`src/rtl/piso_frame_serializer.sv`:
```
// piso_frame_serializer
// Parallel-in/serial-out frame serializer with valid/ready handshakes on
// both the parallel input and the serial output.
// Define PISO_PARITY_EN to append one even-parity beat after the data bits.
module piso_frame_serializer #(
  parameter int WIDTH = 4
) (
  input  logic             clk,
  input  logic             clr_n,
  input  logic [WIDTH-1:0] din,
  input  logic             din_valid,
  input  logic             lsb_first,
  output logic             din_ready,
  output logic             sout,
  output logic             sout_valid,
  input  logic             sout_ready,
  output logic             frame_last,
  output logic             busy
);

  localparam int CW = $clog2(WIDTH + 1);
  localparam logic [CW-1:0] LAST_CNT = CW'(WIDTH - 1);

  typedef enum logic [1:0] {
    IDLE  = 2'd0,
    SHIFT = 2'd1,
    PAR   = 2'd2
  } state_t;

  state_t           state_reg;
  state_t           state_next;
  logic [WIDTH-1:0] shreg_reg;
  logic [CW-1:0]    count_reg;
  logic             dir_reg;
`ifdef PISO_PARITY_EN
  logic             par_reg;
`endif

  logic accept;
  logic beat;
  logic last_data;

  assign last_data = (state_reg == SHIFT) && (count_reg == LAST_CNT);
  assign beat      = sout_valid & sout_ready;
  assign accept    = din_valid & din_ready;

  // State register; clr_n aborts any frame in progress
  always_ff @(posedge clk or negedge clr_n) begin
    if (!clr_n) state_reg <= IDLE;
    else        state_reg <= state_next;
  end

  // Next-state: a new word accepted on the final beat keeps us in SHIFT
  always_comb begin
    state_next = state_reg;
    case (state_reg)
      IDLE: begin
        if (accept) state_next = SHIFT;
      end
      SHIFT: begin
        if (beat && last_data) begin
`ifdef PISO_PARITY_EN
          state_next = PAR;
`else
          state_next = accept ? SHIFT : IDLE;
`endif
        end
      end
      PAR: begin
        if (beat) state_next = accept ? SHIFT : IDLE;
      end
      default: state_next = IDLE;
    endcase
  end

  // Outputs decoded from state and registered data; din_ready also looks at
  // sout_ready so the next word can load on the final beat with no bubble
  always_comb begin
    din_ready  = 1'b0;
    sout       = 1'b0;
    sout_valid = 1'b0;
    frame_last = 1'b0;
    busy       = 1'b0;
    case (state_reg)
      IDLE: begin
        din_ready = 1'b1;
      end
      SHIFT: begin
        sout_valid = 1'b1;
        busy       = 1'b1;
        sout       = dir_reg ? shreg_reg[0] : shreg_reg[WIDTH-1];
`ifndef PISO_PARITY_EN
        frame_last = last_data;
        din_ready  = last_data & sout_ready;
`endif
      end
      PAR: begin
        busy = 1'b1;
`ifdef PISO_PARITY_EN
        sout_valid = 1'b1;
        sout       = par_reg;
        frame_last = 1'b1;
        din_ready  = sout_ready;
`endif
      end
      default: ;
    endcase
  end

  // Data path: load on accept, shift on each data beat, hold otherwise
  always_ff @(posedge clk or negedge clr_n) begin
    if (!clr_n) begin
      shreg_reg <= '0;
      count_reg <= '0;
      dir_reg   <= 1'b0;
`ifdef PISO_PARITY_EN
      par_reg   <= 1'b0;
`endif
    end else if (accept) begin
      shreg_reg <= din;
      count_reg <= '0;
      dir_reg   <= lsb_first;
`ifdef PISO_PARITY_EN
      par_reg   <= ^din;
`endif
    end else if (beat && (state_reg == SHIFT)) begin
      shreg_reg <= dir_reg ? {1'b0, shreg_reg[WIDTH-1:1]}
                           : {shreg_reg[WIDTH-2:0], 1'b0};
      count_reg <= count_reg + CW'(1);
    end
  end

endmodule

```
`config.mk`:
```
export PLATFORM = sky130hd
export DESIGN_NAME = piso_frame_serializer
export DESIGN_NICKNAME = d
export VERILOG_FILES = /design/src/rtl/piso_frame_serializer.sv
export SDC_FILE = /design/constraint.sdc
export NUM_CORES = 1
export LEC_CHECK = 0
export BUFFER_PORTS_ARGS = -buffer_cell sky130_fd_sc_hd__buf_4
export CAP_MARGIN = 20
export CORE_MARGIN = 2
export CORE_UTILIZATION = 36
export CTS_CLUSTER_DIAMETER = 40
export DETAILED_ROUTE_END_ITERATION = 16
export PLACE_DENSITY = 0.56
export SLEW_MARGIN = 15
export SYNTH_ARGS = -nofsm -noshare
export SYNTH_HDL_FRONTEND = slang
export SYNTH_SLANG_ARGS = --single-unit
```
`constraint.sdc`:
```
create_clock -name clk -period 1.9 [get_ports clk]
set_clock_uncertainty 0.05 [all_clocks]
set_input_delay 0.095 -clock clk [delete_from_list [all_inputs] [get_ports clk]]
set_output_delay 0.095 -clock clk [all_outputs]
set_load 0.005 [all_outputs]
```
==> out/qor.json <==
{
  "run_status": {"value": "finished, final reports clean"},
  "worstMarginPinSlew": {"value": 326.1, "unit": "ps"},
  "std_cell_rows": {"value": 13},
  "path_max_fanout": {"value": 8},
  "place_inst": {"value": 73},
  "setup_ws": {"value": 178.5, "unit": "ps"},
  "mappedNetlistArea": {"value": 505.5, "unit": "um^2"},
  "critical_path_required": {"value": 1990, "unit": "ps"},
  "initial_core_util": {"value": 38.85, "unit": "%"},
  "rr_worst_depth": {"value": 5},
  "clockBufferDepth": {"value": 2},
  "largest_reg_flops": {"value": 4},
  "report.final.setup_viol": {"value": 0},
  "drt-vias-per-instance": {"value": 4.987},
  "worstHoldStart": {"value": "din[0]"},
  "crit-reg2reg-capture": {"value": "shreg_reg[3]"},
  "path_clk_slew": {"value": 60, "unit": "ps"},
  "drive_above_1_share": {"value": 38.10, "unit": "%"},
  "postCtsSetupRepairBufs": {"value": 0},
  "core_area": {"value": 0.001301, "unit": "mm^2"},
  "power.density": {"value": 1321, "unit": "mW/mm^2"},
  "via_count_of_the_first_global_routing_pass": {"value": 391},
  "total_power": {"value": 859.6, "unit": "uW"},
  "timing_hold_violations_final": {"value": 0},
  "synthesis.instances": {"value": 46},
  "global_route_wire_length_before_repair": {"value": 1697, "unit": "um"},
  "detailedPlacementHpwl": {"value": 723.5, "unit": "um"},
  "final_common_cell": {"value": "buf_4"},
  "clock_sinks": {"value": 9},
  "data_arrival_time_of_the_critical_path": {"value": 1810, "unit": "ps"},
  "remaining_drc_errors": {"value": 0},
  "root_buffer_cell": {"value": "clkbuf_4"},
  "max_vdd_drop": {"value": 603.2, "unit": "uV"},
  "final_antenna_net_count": {"value": 0},
  "worstReg2RegStart": {"value": "count_reg[0]"},
  "synth.net_count": {"value": 57},
  "timing.hold.worst_endpoint": {"value": "shreg_reg[0]"},
  "worst_hold_path_type": {"value": "in -> reg"},
  "element_type_at_the_critical_path_end": {"value": "flop"},
  "grt_setup_unrepaired": {"value": "false"},
  "report.final.slew_viol_count": {"value": 0},
  "crit_type": {"value": "reg -> reg"},
  "syn2layout_area_growth": {"value": 28.71, "unit": "%"},
  "ys.warnings.count": {"value": 0},
  "ios": {"value": 14},
  "tritoncts": {"value": "built"},
  "dieArea": {"value": 0.001720, "unit": "mm^2"},
  "drt_pre_antenna_iters": {"value": 4},
  "die_h": {"value": 41.47, "unit": "um"},
  "yosys.cell_types.count": {"value": 22},
  "routed_wire_length_per_instance": {"value": 12.51, "unit": "um"},
  "gp_congestion": {"value": 0.7174},
  "dr_total_vias": {"value": 389},
  "number_of_synthesized_register_bits": {"value": 9},
  "insertion_delay": {"value": 260, "unit": "ps"},
  "cts_max_level": {"value": 1},
  "layout.cells.non_filler": {"value": 78},
  "cp-start-kind": {"value": "flop"},
  "finalCoreUtilization": {"value": 50.00, "unit": "%"},
  "min_period": {"value": 1721, "unit": "ps"},
  "fill_cells": {"value": 135},
  "cts_made_buffers": {"value": 3},
  "drt_first_iter_violations": {"value": 6},
  "antenna_cells_inserted": {"value": 0},
  "groute.usage.overall": {"value": 13.06, "unit": "%"},
  "final_cell_mix": {"value": "15 x buf_4, 9 x dfrtp_1, 5 x inv_1"},
  "max-slew-margin-rel": {"value": 78.20, "unit": "%"},
  "final_net_count": {"value": 75},
  "number_of_antenna_violations_at_the_first_check_in_global_routing": {"value": 0},
  "drv.max_cap_violation_count": {"value": 0},
  "dieWidth": {"value": 41.47, "unit": "um"},
  "maximum_number_of_pins_on_one_net_before_global_route_repair": {"value": 10},
  "total_leakage_power": {"value": 0.3165, "unit": "nW"},
  "final.period_utilization": {"value": 90.60, "unit": "%"},
  "timing.setup.tns": {"value": 0, "unit": "ps"},
  "post_synth.cell_area_avg": {"value": 10.99, "unit": "um^2"},
  "proportion_of_synthesized_chip_area_in_sequential_cells": {"value": 44.55, "unit": "%"},
  "post-place-ws": {"value": 191.1, "unit": "ps"},
  "detail_route.wirelength": {"value": 976, "unit": "um"},
  "timing.hold.worst_path_depth": {"value": 2},
  "gr-total-overflow": {"value": 0},
  "placement.io_buffers": {"value": 13},
  "max_freq": {"value": 0.5809, "unit": "GHz"},
  "worst-r2r-setup-slack": {"value": 180, "unit": "ps"}
}
## final cells by class
class | count | area [um^2] | share of cell area [%]
multi-input combinational | 29 | 239.0 | 36.73
sequential | 9 | 225.2 | 34.62
timing repair buffer | 16 | 122.6 | 18.85
clock buffer | 4 | 26.28 | 4.038
inverter | 5 | 18.77 | 2.885
tap | 15 | 18.77 | 2.885
## power breakdown
part / internal (mW) / switching (mW) / total [mW] / leakage [nW]
clock network: 0.0808 / 0.0642 / 0.145 / 0.0150
registers: 0.278 / 0.0714 / 0.350 / 0.107
logic: 0.218 / 0.147 / 0.365 / 0.195
## routing by layer
metal  share of wire, %  wire (um)  track usage (%)  up-vias
li1                   -          -                -      199
met1                 46        448            16.85      173
met2                 45        437            18.13       17
met3                9.1         89            9.130        0
met4                  0          0            1.935        0
met5                  0          0                0        -
## synthesized netlist by cell type
library cell / instances / share of area, %
mux2_2: 3 / 6.7
ha_1: 2 / 4.9
or2_2: 1 / 1.2
inv_1: 5 / 3.7
nand2_1: 4 / 3.0
dfrtp_1: 9 / 45
a21bo_4: 1 / 3.2
and2_1: 1 / 1.2
mux2i_1: 2 / 4.0
o31ai_1: 1 / 1.5
a2111oi_0: 1 / 1.7
a221oi_1: 2 / 3.5
or2b_1: 1 / 1.5
a221o_1: 2 / 4.0
a211oi_1: 3 / 4.5
o21ai_0: 2 / 2.0
nand2b_1: 1 / 1.2
buf_2: 1 / 0.99
nor2b_1: 1 / 1.2
buf_4: 1 / 1.5
and2_4: 1 / 1.7
buf_6: 1 / 2.2
## worst max-delay path by stage
stage / from / to / slack (ps)
floorplan: count_reg[0] / shreg_reg[3] / 160
global placement: count_reg[0] / shreg_reg[0] / 200
detailed placement: count_reg[0] / shreg_reg[3] / 190
CTS: count_reg[0] / shreg_reg[3] / 170
global route: count_reg[0] / shreg_reg[3] / 40
finish: count_reg[0] / shreg_reg[3] / 180
## per-stage QoR
step / hold WS, ps / area (um^2)
floorplan: -250.6 / 505.5
global placement: -121.3 / 613.1
detailed placement: -123.0 / 613.1
CTS: 11.32 / 649.4
global route: 15.80 / 650.6
finish: 14.65 / 650.6
## worst max-delay path, stage by stage (launching register included)
cell     delay [ps]
dfrtp_1         390
ha_1            200
ha_1            190
a21bo_4         240
and2_4          190
a221o_1         350
## cells by family (layout without fill, tap and decap cells)
| kind of cell | after synthesis | after routing | share of synthesized area [%] |
|---|---|---|---|
| flops | 9 | 9 | 44.56 |
| buf+inv | 8 | 25 | 8.416 |
| compound gates | 12 | 12 | 20.30 |
| simple gates | 10 | 10 | 11.14 |
| fa+ha+maj | 2 | 2 | 4.950 |
| mux | 5 | 5 | 10.64 |
## timing repair
item,4_1_cts,5_1_grt
gates resized for setup,0,1
hold buffers,1,0
setup endpoints to repair,0,1
hold endpoints to repair,9,0
No activity file was read; power rests on OpenSTA's default activity.
